**src/rtl/imem_load_ctrl.sv**
```systemverilog
// Boot/program-load controller: copies the program ROM into instruction memory
// while holding the CPU in reset, and shares the imem write port with a debug requester.
module imem_load_ctrl #(
  parameter int          PROG_WORDS = 45,
  parameter logic [31:0] BASE_ADDR  = 32'h0,
  parameter bit          AUTO_START = 1'b1
) (
  input  logic        clock,
  input  logic        reset_n,
  input  logic        start,
  output logic [31:0] src_index,
  input  logic [31:0] src_data,
  input  logic        dbg_req,
  input  logic [31:0] dbg_addr,
  input  logic [31:0] dbg_data,
  output logic        dbg_gnt,
  output logic        imem_we,
  output logic [31:0] imem_addr,
  output logic [31:0] imem_wdata,
  output logic        cpu_hold,
  output logic        busy,
  output logic        done,
  output logic [1:0]  state_dbg
);

  typedef enum logic [1:0] {
    IDLE   = 2'd0,
    LOAD   = 2'd1,
    FINISH = 2'd2,
    RUN    = 2'd3
  } state_t;

  localparam logic [31:0] LAST_IDX = 32'(PROG_WORDS - 1);

  state_t      state_q, state_d;
  logic [31:0] idx_q, idx_d;
  logic        we_q, we_d;
  logic [31:0] addr_q, addr_d;
  logic [31:0] wdata_q, wdata_d;
  logic        gnt_q, gnt_d;
  logic        done_q, done_d;
  logic        boot_q, boot_d;
  logic        start_eff;
  logic        dbg_ok;

  // Debug handshake: a request is taken only in IDLE/RUN, never while start is
  // asserted, and never in the cycle right after a grant (the requester drops
  // dbg_req when it sees dbg_gnt, so a still-high request then is a new one).
  always_comb begin
    state_d   = state_q;
    idx_d     = idx_q;
    we_d      = 1'b0;
    addr_d    = addr_q;
    wdata_d   = wdata_q;
    gnt_d     = 1'b0;
    done_d    = 1'b0;
    boot_d    = 1'b0;
    // boot_q is only set for the first edge after reset release
    start_eff = start | (AUTO_START & boot_q);
    dbg_ok    = dbg_req & ~gnt_q;

    case (state_q)
      IDLE, RUN: begin
        if (start_eff) begin
          state_d = LOAD;
          idx_d   = 32'd0;
        end else if (dbg_ok) begin
          we_d    = 1'b1;
          addr_d  = dbg_addr;
          wdata_d = dbg_data;
          gnt_d   = 1'b1;
        end
      end
      LOAD: begin
        we_d    = 1'b1;
        addr_d  = BASE_ADDR + (idx_q << 2);
        wdata_d = src_data;
        if (idx_q == LAST_IDX) begin
          state_d = FINISH;
        end else begin
          idx_d = idx_q + 32'd1;
        end
      end
      FINISH: begin
        done_d  = 1'b1;
        state_d = RUN;
      end
      default: state_d = IDLE;
    endcase
  end

  always_ff @(posedge clock or negedge reset_n) begin
    if (!reset_n) begin
      state_q <= IDLE;
      idx_q   <= 32'd0;
      we_q    <= 1'b0;
      addr_q  <= 32'd0;
      wdata_q <= 32'd0;
      gnt_q   <= 1'b0;
      done_q  <= 1'b0;
      boot_q  <= 1'b1;
    end else begin
      state_q <= state_d;
      idx_q   <= idx_d;
      we_q    <= we_d;
      addr_q  <= addr_d;
      wdata_q <= wdata_d;
      gnt_q   <= gnt_d;
      done_q  <= done_d;
      boot_q  <= boot_d;
    end
  end

  // The CPU comes out of reset at the same edge the final write commits.
  assign cpu_hold   = (state_q != RUN);
  assign busy       = (state_q == LOAD) || (state_q == FINISH);
  assign src_index  = idx_q;
  assign imem_we    = we_q;
  assign imem_addr  = addr_q;
  assign imem_wdata = wdata_q;
  assign dbg_gnt    = gnt_q;
  assign done       = done_q;
  assign state_dbg  = state_q;

endmodule
```
**config.mk**
```make
export PLATFORM = sky130hd
export DESIGN_NAME = imem_load_ctrl
export DESIGN_NICKNAME = d
export VERILOG_FILES = /design/src/rtl/imem_load_ctrl.sv
export SDC_FILE = /design/constraint.sdc
export NUM_CORES = 1
export LEC_CHECK = 0
export BUFFER_PORTS_ARGS = -buffer_cell sky130_fd_sc_hd__buf_2
export CORE_MARGIN = 4
export CORE_UTILIZATION = 45
export DETAILED_ROUTE_END_ITERATION = 6
export GPL_ROUTABILITY_DRIVEN = 0
export PLACE_DENSITY = 0.74
export SLEW_MARGIN = 20
export SYNTH_ARGS = -nofsm -noshare
export SYNTH_HDL_FRONTEND = slang
export SYNTH_SLANG_ARGS = --single-unit
```
**constraint.sdc**
```tcl
create_clock -name clock -period 2.2 [get_ports clock]
set_clock_uncertainty 0.2 [all_clocks]
set_input_delay 0.44 -clock clock [delete_from_list [all_inputs] [get_ports clock]]
set_output_delay 0.44 -clock clock [all_outputs]
set_load 0.03 [all_outputs]
```
==> results.md, run 1 <==
Critical path:
- The kind of cell with the highest combined delay along the critical path is simple AND/OR/NAND/NOR gates.
- STA classifies the critical path startpoint as a register.
- The arrival time at the worst endpoint is 2.14 ns.
- The count of buffering cells on the critical path with inverters included is 0.
- The start point of the critical path is src_index[6]$_DFFE_PN0P_.
- Among all stages on the critical path, the largest delay is contributed by sky130_fd_sc_hd__or4_4.
- Traced cell by cell, the critical path runs through nand4_1 > or4_4 > o21ai_0 > o31ai_2 > a22o_1.
- The critical path is of the reg -> reg type.
- The worst setup path is captured at a register.
- The worst register-to-register path begins at src_index[6]$_DFFE_PN0P_.
- The largest incremental delay on the critical path is between 0.6 and 0.7 ns.
- Of all nets on the critical path, the largest fanout is 6.
- The data required time of the worst path is ~2.2 ns.

Power:
- The worst-case IR drop observed on VDD is 0.440 mV.
- Dividing total power by cell area gives a power density of 642 mW/mm^2.
- Summed over all cells, the static leakage comes to roughly 3.8 nW.

Yosys:
- The complex-gate fraction of the synthesized area is 0.138.
- The Yosys warning count is 0.
- Of the total synthesized cell area, the portion taken by full adders, half adders and majority gates is 0.0142.
- The synthesized area is ~0.0053 mm^2.
- Summed over all instances, the cell type with the most area after synthesis is sky130_fd_sc_hd__dfrtp_1.
- The xor and xnor area share after synthesis is 0.
- In the post-synthesis netlist, the biggest area contributors are sky130_fd_sc_hd__dfrtp_1, sky130_fd_sc_hd__mux2i_1, sky130_fd_sc_hd__nor2_1, sky130_fd_sc_hd__a21oi_1, sky130_fd_sc_hd__nand2_1.
- When the netlist entered floorplanning its net count stood at roughly 660.
- A synthesized cell averages 9.54 um^2.
- The part of the Yosys area used for sequential elements is 0.483.
- The top-area cell type share of the netlist area is 0.478.
- The post-synthesis cell type count is 52.
- In the synthesized netlist, the number of instances is ~560.
- The main combinational cell family by area after synthesis is simple AND/OR/NAND/NOR gates.
- Counting flops and latches in the post-synthesis netlist gives approximately 100.
- Of the post-synthesis cell area, the part taken by muxes is 0.119.
- Of the total synthesized cell area, the portion taken by AND, OR, NAND and NOR gates is 0.186.

STA:
- The maximum operating frequency is around 480 MHz.
- The total count of hold-check failures in the final report came to 0.
- The final number of setup-violating endpoints is 0.
- The final period demand of the worst path is between 2 and 2.5 ns.
- The final number of max-transition violations was 0.
- In the finished design, the share of the clock period the worst path needs comes to 0.954.
- Setup repair after global routing left no endpoint under its margin.
- The total negative slack for setup checks is 0 ns.

Route:
- The detailed-route wire length is around 16000 um.
- The count of nets left with antenna violations once routing finished came out at 0.
- The number of remaining DRC errors is 0.
- Using the TritonRoute via totals, the vias-per-cell ratio works out to 5.52.
- The first TritonRoute pass finished after 4 iterations.
- The detail-routed net length per standard cell is about 17 um.
- The iteration-0 DRC count of the detailed router is 294.
- The overall via count from detail_route is about 5100.

Die:
- The number of cell rows is 39.
- In this run the standard cell core region covers around 0.011 mm^2.
- Measured along the x axis, the die boundary spans 116 um.
- The die is about 120 um tall.
- The initial utilization of the core area, before any placement, comes to 0.462.
- The overall die area is between 0.01 and 0.015 mm^2.
- Pin placement for this block handled 203 I/O pins.

Clock tree:
- Buffers inserted during clock tree synthesis total 9.
- Counting every sink on the clock net gives 102.
- The H-tree depth is 3.
- The maximum clock insertion buffer count is 2.
- After clock tree synthesis, the clock-pin slew on the worst setup and hold paths is about 0.07 ns.
- TritonCTS built the clock tree.
- Clock latency on the worst-skew pair, taken at its later pin, is ~0.35 ns.
- The clock root buffer is sky130_fd_sc_hd__clkbuf_16.

Hold path:
- The tightest min-delay check is of the in -> reg type.
- The start point of the worst hold path is dbg_addr[1].

Placement:
- Including well taps, the total number of placed cells is 900.
- The post-DP HPWL is between 10000 and 15000 um.
- In this run the tool buffered the top-level ports with roughly 200 buffer cells.

Cells and area:
- The ratio of cells with drive above 1 in the final layout is 0.381.
- After the last flow step, the layout net total stands at about 900.
- After the flow finishes, the layout carries non-filler instances totaling 919.
- Summing all multi-input logic gate instances after layout gives 0.00252 mm^2.
- Across the whole layout, storage elements account for between 0.002 and 0.003 mm^2.
- The signed area change from the synthesized netlist to the final layout is 33.8%.
- Fill cells in the final layout number 993.
- The repair_antennas step left the layout with diodes totalling 0.

Global route:
- The pin count of the biggest net entering global routing is 79.
- The initial antenna violation count is 1.
- The number of global-route vias before repair was a little over 5000.
- The total global routing overflow is 0.
- For this run, the total global-route usage over all layers was measured as 0.237.
- The first global-routing pass estimated between 20000 and 30000 um of wire.

Status:
- The run finished with clean final reports.

Flow run:
- The number of maximum-capacitance constraint violations is 0.
logic make-up after synthesis:
| kind of cell | count (synthesis) |
|---|---|
| DFF | 102 |
| other | 1 |
| and+or+nand+nor | 204 |
| buffers and inverters | 58 |
| muxes | 63 |
| adders and majority gates | 6 |
| AOI/OAI and AO/OA | 121 |
cells in the final DEF (no fill, tap or decap), types with 3 or more instances in the layout:
cell type,netlist,layout
sky130_fd_sc_hd__nor4_1,8,5
sky130_fd_sc_hd__a21o_1,5,5
sky130_fd_sc_hd__clkbuf_16,0,9
sky130_fd_sc_hd__nor2_1,79,79
sky130_fd_sc_hd__a21oi_1,58,57
sky130_fd_sc_hd__o31ai_1,4,3
sky130_fd_sc_hd__ha_1,6,4
sky130_fd_sc_hd__nand2_1,54,54
sky130_fd_sc_hd__o211ai_1,4,4
sky130_fd_sc_hd__a31oi_1,13,13
sky130_fd_sc_hd__a22o_1,5,5
sky130_fd_sc_hd__nor3_1,9,9
sky130_fd_sc_hd__a211o_1,3,3
sky130_fd_sc_hd__dfrtp_2,0,11
sky130_fd_sc_hd__nand4_1,10,10
sky130_fd_sc_hd__o21ai_0,16,15
sky130_fd_sc_hd__buf_2,7,201
sky130_fd_sc_hd__nor4_2,0,3
sky130_fd_sc_hd__nor4b_1,3,3
sky130_fd_sc_hd__o41ai_1,4,3
sky130_fd_sc_hd__and3_1,6,6
sky130_fd_sc_hd__nand3_1,13,13
sky130_fd_sc_hd__dfrtp_1,101,90
sky130_fd_sc_hd__buf_12,0,6
sky130_fd_sc_hd__and4_1,4,4
sky130_fd_sc_hd__mux2i_1,63,63
sky130_fd_sc_hd__buf_4,3,43
sky130_fd_sc_hd__inv_1,12,11
sequential cells by signal, summed over array words and instances, names as in the netlist:
signal / cells
imem_addr: 32
imem_we: 1
src_index: 32
boot_q: 1
imem_wdata: 32
done: 1
dbg_gnt: 1
state_dbg: 2
where the power goes:
part           internal (mW)  switching, mW  leakage, nW
registers               1.99         0.0967         1.21
clock network          0.945          0.709        0.146
logic                  0.298          0.504         2.40
cell type report:
class	count	area share
multi-input combinational	395	0.357
clock buffer	13	0.0368
inverter	12	0.00671
sequential	102	0.363
timing repair buffer	251	0.206
clock inverter	3	0.00601
tap	143	0.0253
cell usage after synthesis, drive strengths merged:
master and n:
nand2 55, nor2 79, a31oi 13, conb 1, a21oi 58, buf 13, o31ai 4, nand4 12
or4 3, o41ai 4, or2 1, a211o 3, clkbuf 33, o31a 1, mux2i 63, nor3b 1
and3 6, o21ai 18, nand3 14, nand3b 1, a221o 1, a41oi 1, a41o 1, dfstp 1
a21o 5, nand4b 2, nor4b 3, nor4bb 1, inv 12, ha 6, or3 2, and4b 1
dfrtp 101, and4 5, nor3 10, a22o 5, o211ai 4, o221ai 1, a2bb2oi 2, nor4 8
routing by layer:
layer	up-vias	routed length, um	global-route usage
li1	2411	-	-
met1	2456	6420	0.304
met2	186	7790	0.386
met3	20	1290	0.0658
met4	2	288	0.0851
met5	-	13	0
per-stage QoR:
step / hold WS [ns] / util / power, mW / worst slack (ns) / cell area, um^2
2_1_floorplan: -0.0556 / - / 2.60 / 0.00315 / 5350
3_3_place_gp: 0.199 / 0.585 / 2.90 / 0.0634 / 6710
3_5_place_dp: 0.200 / 0.585 / 2.92 / -0.00698 / 6710
4_1_cts: 0.124 / 0.613 / 4.58 / 0.00837 / 7030
5_1_grt: 0.138 / 0.617 / 4.74 / 0.00471 / 7080
6_report: 0.132 / 0.617 / 4.54 / 0.102 / 7080
repair_timing:
| item | in CTS | in global routing |
|---|---|---|
| gates resized for setup | 1 | 8 |
| hold endpoints to repair | 25 | 0 |
| endpoints found under the setup margin | 2 | 17 |
| setup buffers | 0 | 2 |
| pin swaps | 0 | 0 |
| hold buffers | 1 | 0 |
worst min-delay path, cell delays in order:
cell and delay, ns:
sky130_fd_sc_hd__buf_2 0.08, sky130_fd_sc_hd__nand3_1 0.06, sky130_fd_sc_hd__o21ai_0 0.06
worst paths after layout:
check | to | slack, ns | depth (start not counted)
worst max-delay path | src_index[18]$_DFFE_PN0P_ | 0.10 | 5
worst min-delay path | imem_addr[1]$_DFFE_PN0P_ | 0.13 | 3
worst max register to register | src_index[18]$_DFFE_PN0P_ | 0.10 | 5
worst min register to register | dbg_gnt$_DFF_PN0_ | 0.28 | 1
max in group asynchronous | src_index[25]$_DFFE_PN0P_ | 0.89 | 3
min in group asynchronous | imem_addr[2]$_DFFE_PN0P_ | 0.36 | 2
Note: power is estimated with default switching activity, not from simulation.
==> run 2, diff against run 1 <==
CORE_UTILIZATION = 49   (was 45)
PLACE_DENSITY = 0.77   (was 0.74)
clock period = 2.25 ns   (was 2.2 ns; I/O delays follow)
==> results.md, run 2 (synthesis results as in run 1) <==
Status:
- The flow ran to the end, and the final reports show no timing, DRC or antenna violations.

Placement:
- The post-DP HPWL is 11900 um.
- The number of buffers inserted by port buffering is around 200.
- The placement-stage worst setup slack is ~0.002 ns.

Critical path:
- Across all register-to-register paths, the minimum setup slack is 0.09 ns.
- STA classifies the critical path startpoint as a register.
- The end point of the critical path is src_index[26]$_DFFE_PN0P_.
- The data required time of the worst path is ~2.3 ns.
- The arrival time at the worst endpoint is 2.21 ns.
- In this run the worst path has a maximum fanout of 10.
- The worst setup path category is reg -> reg.
- The number of cells on the worst reg-to-reg path is 5.
- In this run the critical register-to-register path is captured at src_index[26]$_DFFE_PN0P_.
- The worst reg2reg path startpoint is src_index[6]$_DFFE_PN0P_.
- STA classifies the critical path endpoint as a register.
- The start point of the critical path is src_index[6]$_DFFE_PN0P_.

Power:
- Of the total power, registers draw 0.516.
- In this run the static leakage power is roughly 3.7 nW.
- The power per standard cell area is between 500 and 600 mW/mm^2.
- The power share of the clock group is 0.294.
- The share of total power dissipated in combinational logic is 0.190.
- Of the total power, the share spent switching nets is 0.306.
- For this design the total switching power over the nets is approximately 1.2 mW.
- The cell internal power dissipation is between 2 and 3 mW.
- Across the VDD grid, the largest voltage drop is 0.333 mV.

Hold path:
- The worst min-delay path class is in -> reg.

Die:
- The number of top-level design ports is slightly above 200.
- The overall die area is between 0.01 and 0.015 mm^2.
- Measured along the y axis, the die boundary spans between 100 and 150 um.
- The number of cell rows is 37.
- For this configuration, the core starts out at a cell density of 0.508.
- The core region area is 0.0104 mm^2.
- The horizontal die dimension is 112 um.

Cells and area:
- Once layout is complete, the utilization of the core stands at 0.666.
- The commonest non-fill, non-tap cell in the layout is sky130_fd_sc_hd__buf_2.
- The number of nets in the layout is 875.
- 0 antenna diodes ended up in the layout.
- The top cell types in the final layout, fill and taps aside, are sky130_fd_sc_hd__buf_2, sky130_fd_sc_hd__dfrtp_1, sky130_fd_sc_hd__nor2_1.
- Compared with the post-synthesis result, the final layout area differs by 31.2%.
- Of the cells placed in the final design, the portion with a size suffix greater than 1 is 0.376.

Route:
- The overall via count from detail_route is ~5100.
- The count of nets left with antenna violations after detail routing is 0.
- For this run, design rule violations remaining after detail routing come to 0.
- The detailed-route wire length is roughly 16000 um.
- The via count normalized by instance count is about 5.6.
- The iteration-0 DRC count of the detailed router is 354.
- The number of iterations in the first detailed-routing pass is 5.
- Dividing the detail-routed wire length by the instance count gives approximately 18 um.

Global route:
- For met1 alone, demand over resource in global routing was 0.320.
- The number of global-route vias before repair came to 5271.
- Across every metal layer, demand over resource in global routing totals 0.258.
- The met2 usage is 0.427.
- Entering global routing, the biggest net connects 79 pins.
- After global routing, the most crowded layer is met2.
- Global routing finished with a remaining overflow of 0.
- The initial antenna violation count is 0.
- In the global route stage, met3 resource usage came out at 0.0804.
- The first global-routing pass estimated approximately 27000 um of wire.

STA:
- The total count of hold-check failures in the final report is 0.
- Derived from the worst setup path, the maximum achievable clock frequency is approximately 460 MHz.
- The final number of setup-violating endpoints is 0.
- The post-route worst hold slack is between 0.1 and 0.15 ns.
- Setup repair after global routing could not meet its margin everywhere.
- The final number of max-transition violations is 0.
- Adding up every negative setup slack in the final design gives 0 ns.
- The final clock period utilization by the worst path is 0.960.
- The final critical-path setup slack is ~0.09 ns.
- The routed design could run at a clock period as short as approximately 2.2 ns.

Clock tree:
- The longest clock path from root to sink contains 2 buffers.
- The worst-skew pair later-pin latency is ~0.37 ns.
- The clock root buffer is sky130_fd_sc_hd__clkbuf_8.
- In this run, CTS created clock tree buffers numbering 9.
- The H-tree was split into 3 levels.
- Clock-pin slew was measured on the worst setup and hold paths at approximately 0.090 ns.
- The number of clock sinks is 102.
- TritonCTS built the clock tree.

Flow run:
- Across the run, the number of max-cap violations was 0.
-- run 2: cell count changes in the layout (fill, tap and decap cells not counted), moves of 2 or more --
cell	change
sky130_fd_sc_hd__clkbuf_8	+11
sky130_fd_sc_hd__clkbuf_16	-9
sky130_fd_sc_hd__buf_4	-3
sky130_fd_sc_hd__dfrtp_1	+3
sky130_fd_sc_hd__dfrtp_2	-3
sky130_fd_sc_hd__nor4_1	+2
sky130_fd_sc_hd__nor4_2	-2
-- run 2: metal layers --
metal	vias up	share of wire
met1	2452	0.41
met4	0	0.015
met5	-	0
met3	27	0.10
li1	2403	-
met2	242	0.48
-- run 2: how the worst min path moves through the flow --
| stage | cells past startpoint | endpoint | slack, ns | start |
|---|---|---|---|---|
| floorplan | 0 | dbg_gnt$_DFF_PN0_ | -0.05 | reset_n |
| global placement | 1 | imem_addr[2]$_DFFE_PN0P_ | 0.18 | reset_n |
| detailed placement | 1 | imem_addr[4]$_DFFE_PN0P_ | 0.18 | reset_n |
| CTS | 3 | imem_addr[1]$_DFFE_PN0P_ | 0.10 | dbg_addr[1] |
| global route | 3 | imem_addr[25]$_DFFE_PN0P_ | 0.13 | dbg_addr[25] |
| finish | 3 | imem_addr[1]$_DFFE_PN0P_ | 0.12 | dbg_addr[1] |
-- run 2: critical path: stages, from the launching register on --
cell and delay (ns):
sky130_fd_sc_hd__dfrtp_2 0.48, sky130_fd_sc_hd__nand4_1 0.20, sky130_fd_sc_hd__or4_4 0.64, sky130_fd_sc_hd__o31a_1 0.31, sky130_fd_sc_hd__o21ai_2 0.13, sky130_fd_sc_hd__o41ai_2 0.09
-- run 2: per-stage QoR --
| stage | power, mW | area (um^2) | cells |
|---|---|---|---|
| 2_1_floorplan | 2.53 | 5320 | 555 |
| 3_3_place_gp | 2.81 | 6670 | 890 |
| 3_5_place_dp | 2.82 | 6670 | 890 |
| 4_1_cts | 3.97 | 6890 | 907 |
| 5_1_grt | 4.12 | 6940 | 910 |
| 6_report | 3.96 | 6940 | 910 |
-- run 2: layout make-up --
cell class / count / area (um^2)
fillers: 843 / 3470
inverters: 12 / 45.0
flip-flops and latches: 102 / 2560
well taps: 136 / 170
multi-input cells: 395 / 2510
clock inverters: 2 / 13.8
clock buffers: 14 / 183
repair buffers: 249 / 1460
-- run 2: power by group through the flow --
stage,combinational [mW],sequential [mW],clock [mW]
3_5_place_dp,0.751,2.07,0
5_1_grt,0.806,2.06,1.25
6_report,0.751,2.04,1.16
2_1_floorplan,0.272,2.26,0
4_1_cts,0.754,2.04,1.18
3_3_place_gp,0.741,2.07,0
-- run 2: timing repair --
action / in CTS / in global routing
pin swaps: 0 / 1
hold buffers: 1 / 0
setup endpoints to repair: 4 / 15
gates cloned: 0 / 0
hold endpoints to repair: 20 / 0
resized for setup: 2 / 7
setup buffers: 0 / 3
==> run 3, diff against run 2 <==
==> constraint.sdc (replaced) <==
create_clock -name clock -period 2.25 [get_ports clock]
set_clock_uncertainty 0.2 [all_clocks]
set_input_delay 0.3375 -clock clock [delete_from_list [all_inputs] [get_ports clock]]
set_output_delay 0.3375 -clock clock [all_outputs]
set_load 0.03 [all_outputs]
==> results.md, run 3 (synthesis results as in run 1) <==
Clock tree:
- TritonCTS built the clock tree.
- The clock root buffer is sky130_fd_sc_hd__clkbuf_8.
- Counting every sink on the clock net gives around 100.
- The clock input transition at the sequential cells of the worst setup and hold paths is ~0.10 ns.
- The clock passes through at most 2 buffers.
- The later pin in the worst-skew pair is clocked with a latency of 0.37 ns.
- The H-tree depth is 3.
- The number of buffers created by CTS is 9.

Power:
- For this design the static power due to leakage is approximately 3.7 nW.
- Dividing total power by cell area gives a power density of 565 mW/mm^2.
- VDD sags by at most 0.369 mV.
- The design draws 3.91 mW.

Route:
- The number of iterations in the first detailed-routing pass is 5.
- The met3 wirelength from detailed routing is between 1000 and 1500 um.
- The detailed route wirelength on metal2 is ~7600 um.
- In the routed design, unresolved DRC markers number 0.
- The overall via count from detail_route is about 5100.
- Summed over all layers, the routed wires come to roughly 16000 um.
- The count of nets left with antenna violations after detail routing is 0.
- Routed signal wires occupy layers up through met4.
- The detail-routed net length per standard cell is ~18 um.
- The iteration-0 DRC count of the detailed router is approximately 340.
- The detailed router put a total of 6660 um of wire on met1.
- In the routed layout, each cell is associated on average with a via count of roughly 5.6.

Die:
- The floorplan step set the die width to roughly 110 um.
- The die is around 110 um tall.
- The floorplan has 37 rows.
- The core region area is around 0.010 mm^2.
- The overall die area is 0.0125 mm^2.
- The number of top-level design ports is a little over 200.
- The starting density of the core is 0.508.

Cells and area:
- 0 antenna diodes ended up in the layout.
- The final cell utilization of the core is 0.664.
- In the layout the commonest cells are sky130_fd_sc_hd__buf_2, sky130_fd_sc_hd__dfrtp_1, sky130_fd_sc_hd__nor2_1.
- Leaving out fill and tap cells, the most frequent cell in the layout is sky130_fd_sc_hd__buf_2.
- The final cell area excluding filler cells is between 0.006 and 0.007 mm^2.
- The signed area change from the synthesized netlist to the final layout is 30.6%.
- The area taken by flip-flops and latches is between 0.002 and 0.003 mm^2.
- The number of nets in the layout is around 880.
- The ratio of cells with drive above 1 in the final layout is 0.366.
- The multi-input combinational cells in the finished layout cover a total of about 0.0025 mm^2.
- The filler cells instantiated in the layout total around 840.

Placement:
- In this run the cell area measured after placement is ~0.0067 mm^2.
- The post-DP HPWL is 11700 um.
- OpenSTA, run right after detailed placement, puts the worst setup slack at ~0.028 ns.
- Port buffering added between 200 and 250 buffers.

Status:
- The flow ran to the end, and the final reports show no timing, DRC or antenna violations.

Critical path:
- The data required time of the worst path is 2.32 ns.
- The worst setup path is captured at a register.
- Along the worst path, the maximum fanout reaches 11.
- The startpoint type of the worst setup path is a register.
- The worst setup path category is reg -> reg.
- The arrival time at the worst endpoint is between 2 and 2.5 ns.
- For flop-to-flop paths, the worst setup slack is roughly 0.048 ns.

STA:
- The total negative slack for setup checks is 0 ns.
- The final clock period utilization by the worst path is 0.979.
- Setup repair after global routing left no endpoint under its margin.
- The final number of setup-violating endpoints is 0.
- The total count of hold-check failures in the final report is 0.
- For the finished layout, the period the worst path requires is about 2.2 ns.
- The final number of max-transition violations is 0.
- The maximum operating frequency is approximately 450 MHz.
- The final critical-path setup slack is ~0.048 ns.

Global route:
- Global routing finished with a remaining overflow of 0.
- The initial antenna violation count is 0.
- The pin count of the biggest net entering global routing is between 70 and 80.
- The global-route usage over all layers is 0.256.
- The first-pass GRT wire length is 26300 um.
- The number of global-route vias before repair is a little over 5000.

Hold path:
- The min-delay analysis places its worst path in the category in -> reg.

Flow run:
- Max-cap violations in this run came to 0.
==> run 3: cell count changes in the layout (fill, tap and decap cells not counted), sizes merged <==
cell and delta:
clkinv -1, dlygate4sd3 +2
==> run 3: per-stage QoR <==
stage / cells / hold slack, ns
3_5_place_dp: 889 / -0.0172
4_1_cts: 907 / 0.00259
3_3_place_gp: 889 / -0.0175
6_report: 911 / 0.0174
5_1_grt: 911 / 0.0144
2_1_floorplan: 555 / -0.158
==> run 3: final timing paths <==
check | startpoint | to | depth (start not counted)
worst min register to register | dbg_gnt$_DFF_PN0_ | dbg_gnt$_DFF_PN0_ | 1
worst max register to register | src_index[3]$_DFFE_PN0P_ | src_index[27]$_DFFE_PN0P_ | 6
worst min-delay path | dbg_addr[4] | imem_addr[4]$_DFFE_PN0P_ | 3
worst max-delay path | src_index[3]$_DFFE_PN0P_ | src_index[27]$_DFFE_PN0P_ | 6
max in group asynchronous | reset_n | imem_wdata[7]$_DFFE_PN0P_ | 3
min in group asynchronous | reset_n | imem_addr[2]$_DFFE_PN0P_ | 2
==> run 3: layout make-up <==
| type | count | area share |
|---|---|---|
| clock buffer | 14 | 0.0235 |
| clock inverter | 1 | 0.000724 |
| inverter | 12 | 0.00651 |
| multi-input combinational | 395 | 0.360 |
| sequential | 102 | 0.371 |
| tap | 136 | 0.0246 |
| timing repair buffer | 251 | 0.214 |
==> run 3: critical path, stage by stage, from the launching register on <==
cell and delay (ns):
sky130_fd_sc_hd__dfrtp_1 0.52, sky130_fd_sc_hd__and4_1 0.34, sky130_fd_sc_hd__nand4_1 0.12, sky130_fd_sc_hd__buf_4 0.19, sky130_fd_sc_hd__nor4_1 0.40, sky130_fd_sc_hd__a2bb2oi_1 0.24, sky130_fd_sc_hd__nand2_1 0.08
==> run 3: timing repair <==
| action | 4_1_cts | 5_1_grt |
|---|---|---|
| setup endpoints to repair | 0 | 15 |
| endpoints found under the hold margin | 103 | 0 |
| gates resized for setup | 0 | 4 |
| hold buffers | 3 | 0 |
| buffers inserted | 0 | 4 |
==> run 3: routing by layer <==
layer | vias up | global-route usage
met5 | - | 0
met4 | 0 | 0.0833
met3 | 25 | 0.0620
met2 | 223 | 0.416
met1 | 2453 | 0.340
li1 | 2404 | -
==> run 3: where the power goes <==
group / internal (mW) / total (mW) / switching (mW) / leakage, nW
sequential: 1.94 / 2.04 / 0.0929 / 1.21
combinational: 0.299 / 0.790 / 0.491 / 2.40
clock: 0.459 / 1.08 / 0.625 / 0.0865
